<file path="config.mk">
export PLATFORM = sky130hd
export DESIGN_NAME = instr_encoder_fifo
export DESIGN_NICKNAME = d
export VERILOG_FILES = /design/src/rtl/instr_encoder_fifo.sv
export SDC_FILE = /design/constraint.sdc
export NUM_CORES = 1
export LEC_CHECK = 0
export ABC_AREA = 0
export CAP_MARGIN = 10
export CORE_ASPECT_RATIO = 0.8
export CORE_UTILIZATION = 50
export DETAILED_ROUTE_END_ITERATION = 10
export PLACE_DENSITY = 0.86
export SLEW_MARGIN = 15
export SYNTH_ARGS = -nofsm -noshare
export SYNTH_HDL_FRONTEND = slang
export SYNTH_SLANG_ARGS = --single-unit
</file>
<file path="constraint.sdc">
create_clock -name clk -period 3.2 [get_ports clk]
set_clock_uncertainty 0.15 [all_clocks]
set_input_delay 0.96 -clock clk [delete_from_list [all_inputs] [get_ports clk]]
set_output_delay 0.96 -clock clk [all_outputs]
set_load 0.01 [all_outputs]
</file>
<file path="src/rtl/instr_encoder_fifo.sv">
// Packs decoded instruction fields into the 32-bit stage-1 format and queues them in a small FIFO.
// Optional macro INSTR_ENC_R0_GUARD_EN suppresses register-file writes to r0 and flags them on err_r0.
module instr_encoder_fifo #(
    parameter int         DEPTH    = 4,
    parameter logic [1:0] TOP_BITS = 2'b01
) (
    input  logic                     clk,
    input  logic                     rst,
    input  logic                     flush,
    input  logic                     in_valid,
    output logic                     in_ready,
    input  logic [4:0]               in_ReadSelect1,
    input  logic [4:0]               in_ReadSelect2,
    input  logic [15:0]              in_Imm,
    input  logic                     in_DataSrc,
    input  logic [2:0]               in_ALUOp,
    input  logic [4:0]               in_WriteSelect,
    input  logic                     in_WriteEnable,
    output logic [31:0]              InstrOut,
    output logic                     WriteEnable,
    output logic                     out_valid,
    input  logic                     out_ready,
    output logic [$clog2(DEPTH):0]   count,
    output logic                     err_r0
);

    localparam int AW = $clog2(DEPTH);
    localparam int CW = AW + 1;
    localparam logic [CW-1:0] FULL_CNT = CW'(DEPTH);

    logic [31:0]      r_mem [DEPTH];
    logic [DEPTH-1:0] r_we_mem;
    logic [AW-1:0]    r_wr_ptr;
    logic [AW-1:0]    r_rd_ptr;
    logic [CW-1:0]    r_count;

    logic             w_full;
    logic             w_empty;
    logic             w_push;
    logic             w_pop;
    logic [15:0]      w_low16;
    logic [31:0]      w_word;
    logic             w_we_store;

    assign w_full  = (r_count == FULL_CNT);
    assign w_empty = (r_count == '0);

    // in_ready is purely occupancy-based: a pop in the same cycle never frees a slot for a push
    assign w_push  = in_valid && !w_full && !flush;
    assign w_pop   = !w_empty && out_ready && !flush;

    assign w_low16 = in_DataSrc ? in_Imm : {in_ReadSelect2, 11'b0};
    assign w_word  = {TOP_BITS, in_DataSrc, in_ALUOp, in_WriteSelect, in_ReadSelect1, w_low16};

`ifdef INSTR_ENC_R0_GUARD_EN
    logic w_r0_hit;
    logic r_err_r0;

    assign w_r0_hit   = in_WriteEnable && (in_WriteSelect == 5'd0);
    assign w_we_store = in_WriteEnable && !w_r0_hit;

    always_ff @(posedge clk or negedge rst) begin
        if (!rst) begin
            r_err_r0 <= 1'b0;
        end else begin
            r_err_r0 <= w_push && w_r0_hit;
        end
    end

    assign err_r0 = r_err_r0;
`else
    assign w_we_store = in_WriteEnable;
    assign err_r0     = 1'b0;
`endif

    // Storage needs no reset; validity is tracked by the pointers and count alone
    always_ff @(posedge clk) begin
        if (w_push) begin
            r_mem[r_wr_ptr]    <= w_word;
            r_we_mem[r_wr_ptr] <= w_we_store;
        end
    end

    always_ff @(posedge clk or negedge rst) begin
        if (!rst) begin
            r_wr_ptr <= '0;
            r_rd_ptr <= '0;
            r_count  <= '0;
        end else if (flush) begin
            r_wr_ptr <= '0;
            r_rd_ptr <= '0;
            r_count  <= '0;
        end else begin
            if (w_push) begin
                r_wr_ptr <= r_wr_ptr + 1'b1;
            end
            if (w_pop) begin
                r_rd_ptr <= r_rd_ptr + 1'b1;
            end
            if (w_push && !w_pop) begin
                r_count <= r_count + 1'b1;
            end else if (w_pop && !w_push) begin
                r_count <= r_count - 1'b1;
            end
        end
    end

    assign in_ready    = !w_full;
    assign out_valid   = !w_empty;
    assign count       = r_count;
    assign InstrOut    = w_empty ? 32'd0 : r_mem[r_rd_ptr];
    assign WriteEnable = w_empty ? 1'b0  : r_we_mem[r_rd_ptr];

endmodule
</file>
=== Yosys cells after proc, flatten, opt, wreduce, memory -nomap -nowiden ===
Memory sizes are Yosys's and may differ from the RTL's.
Index checks and enable logic that the tools add are counted.

* Memories: 1
* Output and inout bits: 39
* Register bits after elaboration: 11
* Memory bits (writable): 120
* Input bits: 41

* Add/sub/neg operators: 4
* Muxes and demuxes: 17
* Reductions and logical operators: 16
* Equality and inequality tests: 1
* Order comparisons: 3

{| class="wikitable"
|+ Memory list
! name !! words !! width !! rd ports !! clocked after Yosys merged registers in !! write ports !! RTL line !! RTL
|-
| r_mem || 4 || 30 || 1 || 0 || 1 || 31 || <nowiki>logic [31:0] r_mem [DEPTH];</nowiki>
|}

{| class="wikitable"
|+ Operators by type and width
! operator !! count
|-
| 32-bit two-way mux || 1
|-
| 16-bit two-way mux || 1
|-
| 3-bit two-way mux || 3
|-
| 2-bit two-way mux || 4
|-
| 1-bit logical AND || 7
|-
| 2-bit by 3-bit < comparator with 1-bit output (second input constant) || 2
|-
| 1-bit zero test || 5
|-
| 1-bit two-way mux || 5
|-
| 2-bit by 1-bit adder with 2-bit output (second input constant) || 2
|-
| 4-bit bitwise mux || 1
|-
| 2-bit nonzero test || 2
|-
| 3-bit by 1-bit adder with 3-bit output (second input constant) || 1
|-
| 3-bit == test (second input constant) || 1
|-
| 3-bit zero test || 1
|-
| 3-bit nonzero test || 1
|-
| 3-bit by 1-bit subtractor with 3-bit output (second input constant) || 1
|-
| 1-bit binary-select mux with 2-bit select || 1
|-
| 1-bit demux with 2-bit select || 1
|-
| 2-bit by 1-bit greater-or-equal comparator with 1-bit output (second input constant) || 1
|}

=== Logic depth before layout (Yosys ltp) ===
* Depth in word-level cells: 9
* Depth in mapped cells: 8

=== Least setup slack after synthesis ===
OpenSTA, ideal clock, no wires.

* Path type: in2reg
* From: input flush
* To: memory r_mem[0][0] in the netlist's numbering, enable pin
* Stages on the path: 3
* Setup time: 0.391 ns
* Arrival: 2.267 ns
* Path slack: 0.393 ns
* Path through: buf_1 -> nor3_1 -> and2_1

* Word-level cells in the longest chain between the ends: 4

{| class="wikitable"
|+ RTL lines
! element !! RTL line !! RTL
|-
| start: declaration || 9 || <nowiki>input logic flush,</nowiki>
|-
| 1-bit zero test || 49 || <nowiki>assign w_push = in_valid && !w_full && !flush;</nowiki>
|-
| 1-bit logical AND || 49 ||
|-
| 1-bit two-way mux || 78 || <nowiki>if (w_push) begin</nowiki>
|-
| 1-bit two-way mux (not written as such) || 79 || <nowiki>r_mem[r_wr_ptr] <= w_word;</nowiki>
|-
| end: declaration || 31 ||
|}

No other way between the ends.

=== Worst setup path in the final report ===
* From: register r_count[1], in the netlist count[1]
* To: output in_ready

* Word-level cells in the longest chain between the ends: 2

{| class="wikitable"
|+ RTL lines
! element !! RTL line !! RTL
|-
| start: declaration || 35 || <nowiki>logic [CW-1:0] r_count;</nowiki>
|-
| start signal: assignment || 101 || <nowiki>r_count <= r_count + 1'b1;</nowiki>
|-
| start signal: assignment || 103 || <nowiki>r_count <= r_count - 1'b1;</nowiki>
|-
| 3-bit == test || 45 || <nowiki>assign w_full = (r_count == FULL_CNT);</nowiki>
|-
| 1-bit zero test || 108 || <nowiki>assign in_ready = !w_full;</nowiki>
|-
| end: declaration || 11 || <nowiki>output logic in_ready,</nowiki>
|}

No other way between the ends.

==> impl_metrics.json <==
{
  "fin_cells": 529,
  "fp.coreArea_um2": 10400,
  "htree_levels": 4,
  "min_path_cells": 1,
  "hold_path_class": "reg -> reg",
  "fin_hold_ws_ps": 463,
  "maxSlewViolCount": 0,
  "synth_most_common_cell": "edfxtp_1",
  "r2r_slack_ps": 690,
  "holdCritStartpoint": "count[2]",
  "r2r-start": "count[1]",
  "holdPathEnd": "count[2]",
  "fmax_mhz": 320,
  "vdd_drop_max_uv": 406,
  "synth_top_area_share_pct": 69.0,
  "antenna_cells": 0,
  "drive_gt1_share_pct": 22.6,
  "clockBufferDepth": 2,
  "rows": 33,
  "maxCapViolations": 0,
  "drtPass1Iterations": 4,
  "totalNegativeSetupSlack_ps": 0,
  "rsz0062_at_grt": "no",
  "detail-route-antenna-nets": 0,
  "synth_cell_type_count": 34,
  "fin_util_pct": 67.5,
  "final.fill_count": 697,
  "place_inst": 496,
  "yosys.area.top_type": "edfxtp_1",
  "drt_wl_total_um": 10400,
  "clk-insertion-delay-late_ps": 400,
  "reg2reg_depth": 6,
  "dp_slack_ps": 166,
  "cp-end-kind": "output port",
  "syn_inst": 279,
  "syn_avg_cell_area_um2": 19.3,
  "worst_slack_ps": 79.6,
  "drc": 0,
  "start_kind": "flip-flop",
  "grt_pass1_vias": 3011,
  "grt_usage_pct": 20.2,
  "crit_type": "reg -> out",
  "power_density_nw_per_um2": 828,
  "finalCriticalPeriod_ps": 3120,
  "dpl.hpwl_um": 6430,
  "wl_per_cell_um": 19.7,
  "yosysWarningCount": 0,
  "async_flop_share_pct": 5.34,
  "fin_crit_sh_pct": 97.5,
  "syn2layout_area_growth_pct": 29.7,
  "fp.dieW_um": 118,
  "die_h_um": 94.9,
  "initial_core_util_pct": 52.1,
  "antenna_found_initial": 0,
  "synthTopCellsByCount": "124 x edfxtp_1, 47 x and2_1, 31 x mux4_2",
  "clock-sinks": 131,
  "cp.required_ps": 2090,
  "die-area_um2": 11200,
  "r2r-end": "count[2]",
  "hold_viol": 0,
  "first_iter_violations": 180,
  "numCtsBuffers": 17,
  "clk_pin_slew_ps": 60,
  "io_pins": 80,
  "avgViaCountPerCell": 5.40,
  "critPathMaxFanout": 10,
  "finalSetupViolCount": 0,
  "root_buffer": "clkbuf_16",
  "place_congestion": 0.778,
  "vias": 2859,
  "layout.nets": 422,
  "grt_overflow": 0,
  "synth_ff_type": "edfxtp_1",
  "slew_headroom_pct": 65.2,
  "grt_max_degree": 20,
  "ys_ff_latch": 131,
  "seq_area_frac_synth_pct": 72.3,
  "place.port_buffers": 77,
  "crit_arrival_ps": 2010,
  "syn_area_um2": 5400,
  "synthTopCellsByArea": "edfxtp_1 69%, mux4_2 13%, and2_1 5.4%, dfrtp_1 3.2%, buf_6 1.0%",
  "grt_pass1_wl_um": 16200,
  "cts_tree": "done",
  "holdBufCountCts": 0,
  "worst_pin_slew_ps": 520,
  "status": "completed",
  "p_leak_uw": 0.00250,
  "synth_edf_count": 124
}
## routing by layer
layer / routed length, um / global-route usage, %
met4: 110 / 8.76
met3: 404 / 4.71
met5: 0 / 0
met1: 4330 / 24.5
met2: 5560 / 35.2
## cell usage in the layout (no fill, tap or decap), drive strengths merged
| cell | n |
|---|---|
| a211o | 1 |
| a211oi | 1 |
| a21oi | 2 |
| a31o | 1 |
| and2 | 47 |
| buf | 19 |
| bufinv | 6 |
| clkbuf | 19 |
| clkdlybuf4s50 | 46 |
| clkinv | 6 |
| clkinvlp | 1 |
| conb | 2 |
| dfrtp | 7 |
| dlygate4sd2 | 31 |
| edfxtp | 124 |
| fa | 1 |
| ha | 4 |
| inv | 8 |
| mux2 | 6 |
| mux2i | 1 |
| mux4 | 31 |
| nand2 | 1 |
| nand3 | 2 |
| nand3b | 1 |
| nor2 | 6 |
| nor3 | 1 |
| nor3b | 1 |
| o211a | 1 |
| o211ai | 1 |
| o21a | 1 |
| o21ai | 3 |
| o311a | 1 |
| o311ai | 1 |
| o31ai | 3 |
| xor2 | 2 |
## kinds of logic after synthesis
logic type | synth area share [%]
xor gates and xnor gates | 0.325
buffers and inverters | 2.95
AOI/OAI and AO/OA | 2.16
muxes | 14.4
other | 0.0695
adders and majority gates | 1.30
and+or+nand+nor | 6.49
DFF | 72.3
## cell type report
type / count / area (um2) / area share (%)
tap: 140 / 175 / 2.50
sequential: 131 / 3900 / 55.7
clock buffer: 19 / 433 / 6.19
timing repair buffer: 96 / 900 / 12.9
clock inverter: 13 / 213 / 3.04
multi-input combinational: 122 / 1350 / 19.2
inverter: 8 / 30.0 / 0.429
## worst max-delay path: stages, from the launching register on
cell and delay, ps:
dfrtp_1 490, nor3b_1 450, inv_1 150, clkdlybuf4s50_1 510
## report_power, final
part | internal, uW | total [uW] | switching, uW
Sequential | 2000 | 2070 | 70.8
Clock | 1450 | 2110 | 667
Combinational | 872 | 1620 | 743
## worst max path at each step
stage                 from      endpoint  slack (ps)  depth (start not counted)
2_1_floorplan        flush   r_mem[0][0]         390                          3
3_3_place_gp      in_valid      count[2]         260                          7
3_5_place_dp      in_valid      count[2]         170                          8
4_1_cts        r_rd_ptr[0]  InstrOut[29]          60                          4
5_1_grt           count[1]      in_ready           6                          3
6_report          count[1]      in_ready          80                          3
## state kept, by name, indices dropped and copies added (netlist names)
| signal | count |
|---|---|
| r_we_mem | 4 |
| r_rd_ptr | 2 |
| r_wr_ptr | 2 |
| count | 3 |
| r_mem | 120 |
## timing repair
item	in CTS	in global routing
buffers inserted	1	0
hold endpoints to repair	0	0
resized for setup	31	0
setup endpoints to repair	31	0
## stage by stage
stage / area (um2) / total power [uW]
5_1_grt: 7000 / 6050
4_1_cts: 7000 / 5860
3_5_place_dp: 6380 / 3890
6_report: 7000 / 5800
2_1_floorplan: 5400 / 3100
3_3_place_gp: 6380 / 3850
Power figures use the tool's default switching activity.
